File: src/rtl/key_debounce.sv
// ============================================================================
//  Module   : key_debounce
//  Purpose  : Synchronises a raw mechanical key pin and filters contact
//             bounce with a counter-qualified FSM. Produces a clean pressed
//             level plus single-cycle press / release strobes.
//  Option   : define KEY_DEBOUNCE_LONG_PRESS_EN to enable the long-press
//             strobe (long_pulse); otherwise long_pulse is tied low.
//  Revision : 1.0  initial release
// ============================================================================
`default_nettype none

module key_debounce #(
    parameter int SYNC_STAGES = 2,
    parameter int CNT_W       = 20,
    parameter int STABLE_CYC  = 1000000,
    parameter bit ACTIVE_LOW  = 1'b1,
    parameter int LONG_CYC    = 50000000
) (
    input  logic clk,
    input  logic reset,
    input  logic key_in,
    output logic key_level,
    output logic press_pulse,
    output logic release_pulse,
    output logic long_pulse
);

    // Last count value of a qualification window; 0 when STABLE_CYC==1, so
    // the very first sample at the new level is accepted with no WAIT dwell.
    localparam logic [CNT_W-1:0]       STABLE_LAST = CNT_W'(STABLE_CYC - 1);
    localparam logic [SYNC_STAGES-1:0] SYNC_RST    = {SYNC_STAGES{ACTIVE_LOW}};

    typedef enum logic [1:0] {
        IDLE         = 2'd0,
        PRESS_WAIT   = 2'd1,
        PRESSED      = 2'd2,
        RELEASE_WAIT = 2'd3
    } state_t;

    logic [SYNC_STAGES-1:0] r_sync;
    logic                   w_p;

    state_t           r_state;
    state_t           w_state_nxt;
    logic [CNT_W-1:0] r_cnt;
    logic [CNT_W-1:0] w_cnt_nxt;
    logic             r_level;
    logic             w_level_nxt;
    logic             r_press;
    logic             w_press_nxt;
    logic             r_release;
    logic             w_release_nxt;

    // Synchroniser chain; resets to the released pin level so no false press
    // is seen while the chain refills after reset.
    always_ff @(posedge clk or negedge reset) begin
        if (!reset) begin
            r_sync <= SYNC_RST;
        end else begin
            r_sync <= {r_sync[SYNC_STAGES-2:0], key_in};
        end
    end

    // Normalised key: 1 means pressed regardless of pin polarity.
    assign w_p = r_sync[SYNC_STAGES-1] ^ ACTIVE_LOW;

    // State, counter and registered outputs.
    always_ff @(posedge clk or negedge reset) begin
        if (!reset) begin
            r_state   <= IDLE;
            r_cnt     <= '0;
            r_level   <= 1'b0;
            r_press   <= 1'b0;
            r_release <= 1'b0;
        end else begin
            r_state   <= w_state_nxt;
            r_cnt     <= w_cnt_nxt;
            r_level   <= w_level_nxt;
            r_press   <= w_press_nxt;
            r_release <= w_release_nxt;
        end
    end

    // Next-state logic: a change must be seen STABLE_CYC consecutive samples
    // before it is accepted; any sample back at the old level aborts.
    always_comb begin
        w_state_nxt   = r_state;
        w_cnt_nxt     = r_cnt;
        w_level_nxt   = r_level;
        w_press_nxt   = 1'b0;
        w_release_nxt = 1'b0;
        case (r_state)
            IDLE: begin
                w_cnt_nxt   = '0;
                w_level_nxt = 1'b0;
                if (w_p) begin
                    if (r_cnt == STABLE_LAST) begin
                        w_state_nxt = PRESSED;
                        w_level_nxt = 1'b1;
                        w_press_nxt = 1'b1;
                    end else begin
                        w_state_nxt = PRESS_WAIT;
                        w_cnt_nxt   = CNT_W'(1);
                    end
                end
            end
            PRESS_WAIT: begin
                if (!w_p) begin
                    w_state_nxt = IDLE;
                    w_cnt_nxt   = '0;
                end else if (r_cnt == STABLE_LAST) begin
                    w_state_nxt = PRESSED;
                    w_cnt_nxt   = '0;
                    w_level_nxt = 1'b1;
                    w_press_nxt = 1'b1;
                end else begin
                    w_cnt_nxt = r_cnt + CNT_W'(1);
                end
            end
            PRESSED: begin
                w_cnt_nxt   = '0;
                w_level_nxt = 1'b1;
                if (!w_p) begin
                    if (r_cnt == STABLE_LAST) begin
                        w_state_nxt   = IDLE;
                        w_level_nxt   = 1'b0;
                        w_release_nxt = 1'b1;
                    end else begin
                        w_state_nxt = RELEASE_WAIT;
                        w_cnt_nxt   = CNT_W'(1);
                    end
                end
            end
            RELEASE_WAIT: begin
                if (w_p) begin
                    w_state_nxt = PRESSED;
                    w_cnt_nxt   = '0;
                end else if (r_cnt == STABLE_LAST) begin
                    w_state_nxt   = IDLE;
                    w_cnt_nxt     = '0;
                    w_level_nxt   = 1'b0;
                    w_release_nxt = 1'b1;
                end else begin
                    w_cnt_nxt = r_cnt + CNT_W'(1);
                end
            end
            default: begin
                w_state_nxt = IDLE;
                w_cnt_nxt   = '0;
                w_level_nxt = 1'b0;
            end
        endcase
    end

    assign key_level     = r_level;
    assign press_pulse   = r_press;
    assign release_pulse = r_release;

`ifdef KEY_DEBOUNCE_LONG_PRESS_EN
    localparam int              LONG_W    = $clog2(LONG_CYC + 1);
    localparam logic [LONG_W-1:0] LONG_LAST = LONG_W'(LONG_CYC - 1);
    localparam logic [LONG_W-1:0] LONG_SAT  = LONG_W'(LONG_CYC);

    logic [LONG_W-1:0] r_lcnt;
    logic              r_long;

    // Hold-time counter: cleared on a newly accepted press, counts while
    // PRESSED, holds through a release glitch so a bounce does not restart
    // it, and parks at LONG_CYC after firing so each press fires once.
    always_ff @(posedge clk or negedge reset) begin
        if (!reset) begin
            r_lcnt <= '0;
            r_long <= 1'b0;
        end else begin
            r_long <= 1'b0;
            if (w_press_nxt) begin
                r_lcnt <= '0;
            end else begin
                case (r_state)
                    IDLE: begin
                        r_lcnt <= '0;
                    end
                    PRESSED: begin
                        if (r_lcnt == LONG_LAST) begin
                            r_long <= 1'b1;
                            r_lcnt <= LONG_SAT;
                        end else if (r_lcnt != LONG_SAT) begin
                            r_lcnt <= r_lcnt + LONG_W'(1);
                        end
                    end
                    default: begin
                        r_lcnt <= r_lcnt;
                    end
                endcase
            end
        end
    end

    assign long_pulse = r_long;
`else
    assign long_pulse = 1'b0;
`endif

endmodule

`default_nettype wire
File: config.mk
export PLATFORM = sky130hd
export DESIGN_NAME = key_debounce
export DESIGN_NICKNAME = d
export VERILOG_FILES = /design/src/rtl/key_debounce.sv
export SDC_FILE = /design/constraint.sdc
export NUM_CORES = 1
export LEC_CHECK = 0
export ABC_AREA = 1
export CAP_MARGIN = 10
export CORE_UTILIZATION = 53
export DETAILED_ROUTE_END_ITERATION = 16
export PLACE_DENSITY = 0.81
export SLEW_MARGIN = 5
export SYNTH_ARGS = -nofsm -noshare
export SYNTH_HDL_FRONTEND = slang
export SYNTH_SLANG_ARGS = --single-unit
File: constraint.sdc
create_clock -name clk -period 2.27 [get_ports clk]
set_clock_uncertainty 0.05 [all_clocks]
set_input_delay 0.227 -clock clk [delete_from_list [all_inputs] [get_ports clk]]
set_output_delay 0.227 -clock clk [all_outputs]
set_load 0.005 [all_outputs]
==> impl_metrics.json <==
{
  "hpwl_um": 1940,
  "finalPower_w": 0.000742,
  "arrival_ns": 1.97,
  "track_usage": 0.229,
  "syn-num-nets": 178,
  "post_cts_buffers": 0,
  "reg2reg_from": "r_cnt[0]$_DFF_PN0_",
  "core_area_um2": 2520,
  "cap_viol_max_count": 0,
  "viasPerCell": 5.08,
  "grt_max_degree": 28,
  "start_util": 0.573,
  "clk_latency_ns": 0.34,
  "die_y_um": 54.2,
  "place_congestion": 0.887,
  "cts_tree": "yes",
  "synthTopCellsByArea": "dfrtp_1 43%, nand2_1 9.1%, nor2_1 9.1%",
  "cpMaxStageDelayCell": "dfrtp_1",
  "outcome": "complete, no violations",
  "cts_buffers": 3,
  "seq_area_um2": 678,
  "internal_power_w": 0.000564,
  "grt_setup_unrepaired": "false",
  "async_reset_ff_frac": 1.00,
  "io_pins": 7,
  "cp_cell_sequence": "ha_1 -> nand3_2 -> nor2_2 -> nand2_2 -> nand2_2 -> inv_2 -> nand2_4 -> nor2_1",
  "seq_area_frac_synth": 0.469,
  "numPortBuffers": 5,
  "synth_top_area_frac": 0.433,
  "antenna_found_initial": 0,
  "fp.dieW_um": 54.2,
  "multiInputGateArea_um2": 684,
  "switchingPower_w": 0.000178,
  "synth_area_um2": 1450,
  "p_seq_frac": 0.667,
  "cts.sink_count": 27,
  "wl_met2_um": 1200,
  "yosysTopAreaCell": "dfrtp_1",
  "rows": 18,
  "syn_avg_cell_area_um2": 8.31,
  "postRouteAntennaNets": 0,
  "setup_tns_ns": 0,
  "slew_violations": 0,
  "clock_power_share": 0.292,
  "cp.required_ns": 2.45,
  "powerDensity_nw_per_um2": 481,
  "ys_seq_elements": 27,
  "synth_edf_count": 0,
  "cts_htree_levels": 1,
  "finalInstanceArea_um2": 1540,
  "clockRootBuffer": "clkbuf_4",
  "final.min_clock_period_ns": 1.79,
  "fmax_mhz": 557,
  "ys_warn_count": 0,
  "start_kind": "flip-flop",
  "drive_above_1_share": 0.154,
  "cp-end-kind": "flip-flop",
  "post_drt_wl_per_cell_um": 12.0,
  "final_nets": 187,
  "grt_pass1_vias": 1117,
  "dieArea_um2": 2940,
  "cts_buffer_depth": 2,
  "synthFlopType": "dfrtp_1",
  "fin_hold_ws_ns": 0.184,
  "p_sw_frac": 0.239,
  "dr.pass1.iters": 4,
  "dpl_cell_area_um2": 1510,
  "totalWireLength_um": 2550,
  "setup_violations": 0,
  "top_layer": "met4",
  "slowest_delay_ns": 0.49,
  "antennaDiodeCount": 0,
  "clk_pin_slew_worst_paths_ns": 0.15,
  "cts_resized": 0,
  "drt-initial-drc-count": 28,
  "p_leak_nw": 0.660,
  "post_synth_num_cell_types": 22,
  "cts_hold_buf": 0,
  "worstSetupPathType": "flip-flop to flip-flop",
  "cp-startpoint": "r_cnt[0]$_DFF_PN0_",
  "syn2layout_area_growth_pct": 6.75,
  "globalRouteOverflowTotal": 0,
  "hold_viol": 0,
  "m1WireLength_um": 1240,
  "r2r_slack_ns": 0.48,
  "worst_path_most_repeated_cell": "nand2_2",
  "synthCells": 174,
  "grt_pass1_wl_um": 4730,
  "synth_common_cells": "35 x nand2_1, 35 x nor2_1, 25 x dfrtp_1",
  "path_max_fanout": 19,
  "vias": 1078,
  "wl_met3_um": 66,
  "combinationalPowerShare": 0.041,
  "period_share": 0.790,
  "drc_errors": 0,
  "fillerInstances": 228,
  "hp-class": "primary input to asynchronous set/reset pin",
  "ir_drop_uv": 432
}
==> state kept, by name, indices dropped and copies added, names as in the netlist <==
| name | count |
|---|---|
| r_cnt | 20 |
| r_state | 2 |
| r_sync | 2 |
| key_level | 1 |
| press_pulse | 1 |
| release_pulse | 1 |
==> through the flow <==
step	worst slack, ns	utilization	instances
global placement	0.570	0.600	208
global route	0.304	0.612	212
finish	0.476	0.612	212
floorplan	0.671	-	174
CTS	0.474	0.612	212
detailed placement	0.523	0.600	208
==> layer usage <==
metal  GRT usage  up-vias
li1            -      554
met1       0.295      507
met2       0.380       12
met3      0.0333        5
met4      0.0983        0
met5           0        -
==> power groups by stage <==
stage	clock network (W)	registers, W	logic (W)
floorplan	0	0.000502	0.0000197
global placement	0	0.000503	0.0000310
detailed placement	0	0.000503	0.0000318
CTS	0.000219	0.000495	0.0000322
global route	0.000239	0.000496	0.0000364
finish	0.000217	0.000495	0.0000306
==> cells by family (layout without fill, tap and decap cells) <==
group / count (synthesis) / in the layout / share of synthesized area
AOI/OAI and AO/OA: 3 / 3 / 0.0138
xor gates and xnor gates: 16 / 16 / 0.0969
adders and majority gates: 1 / 1 / 0.00865
buffers and inverters: 17 / 25 / 0.0580
DFF: 27 / 27 / 0.469
other: 1 / 1 / 0.00259
and+or+nand+nor: 109 / 109 / 0.351
==> worst max-delay path, delay by kind of cell (launching register included) <==
| family | cells | cell delay, ns |
|---|---|---|
| fa+ha+maj | 1 | 0.30 |
| buf+inv | 1 | 0.05 |
| flops | 1 | 0.49 |
| simple gates | 6 | 0.78 |
==> worst paths after layout <==
| path | end | cells past startpoint |
|---|---|---|
| setup / recovery | r_cnt[15]$_DFF_PN0_ | 8 |
| hold / removal | r_cnt[9]$_DFF_PN0_ | 2 |
| setup reg to reg | r_cnt[15]$_DFF_PN0_ | 8 |
| hold reg to reg | r_sync[1]$_DFF_PN1_ | 0 |
| max in group asynchronous | r_sync[0]$_DFF_PN1_ | 2 |
| min in group clk | r_sync[0]$_DFF_PN1_ | 1 |
==> cell usage in the layout (no fill, tap or decap), types with 4 or more instances in the layout <==
master / n
nand4_1: 6
nor2_1: 35
nand3_1: 13
xor2_1: 14
nand2_2: 4
clkdlybuf4s50_1: 5
dfrtp_1: 25
nor2_2: 12
inv_1: 14
nand2_1: 35
==> area by class of cell <==
type | count | area share
multi-input combinational | 130 | 0.443
timing repair buffer | 6 | 0.0373
clock buffer | 3 | 0.0146
clock inverter | 1 | 0.00486
inverter | 15 | 0.0365
tap | 30 | 0.0243
sequential | 27 | 0.439
(Power assumes the default switching activity.)
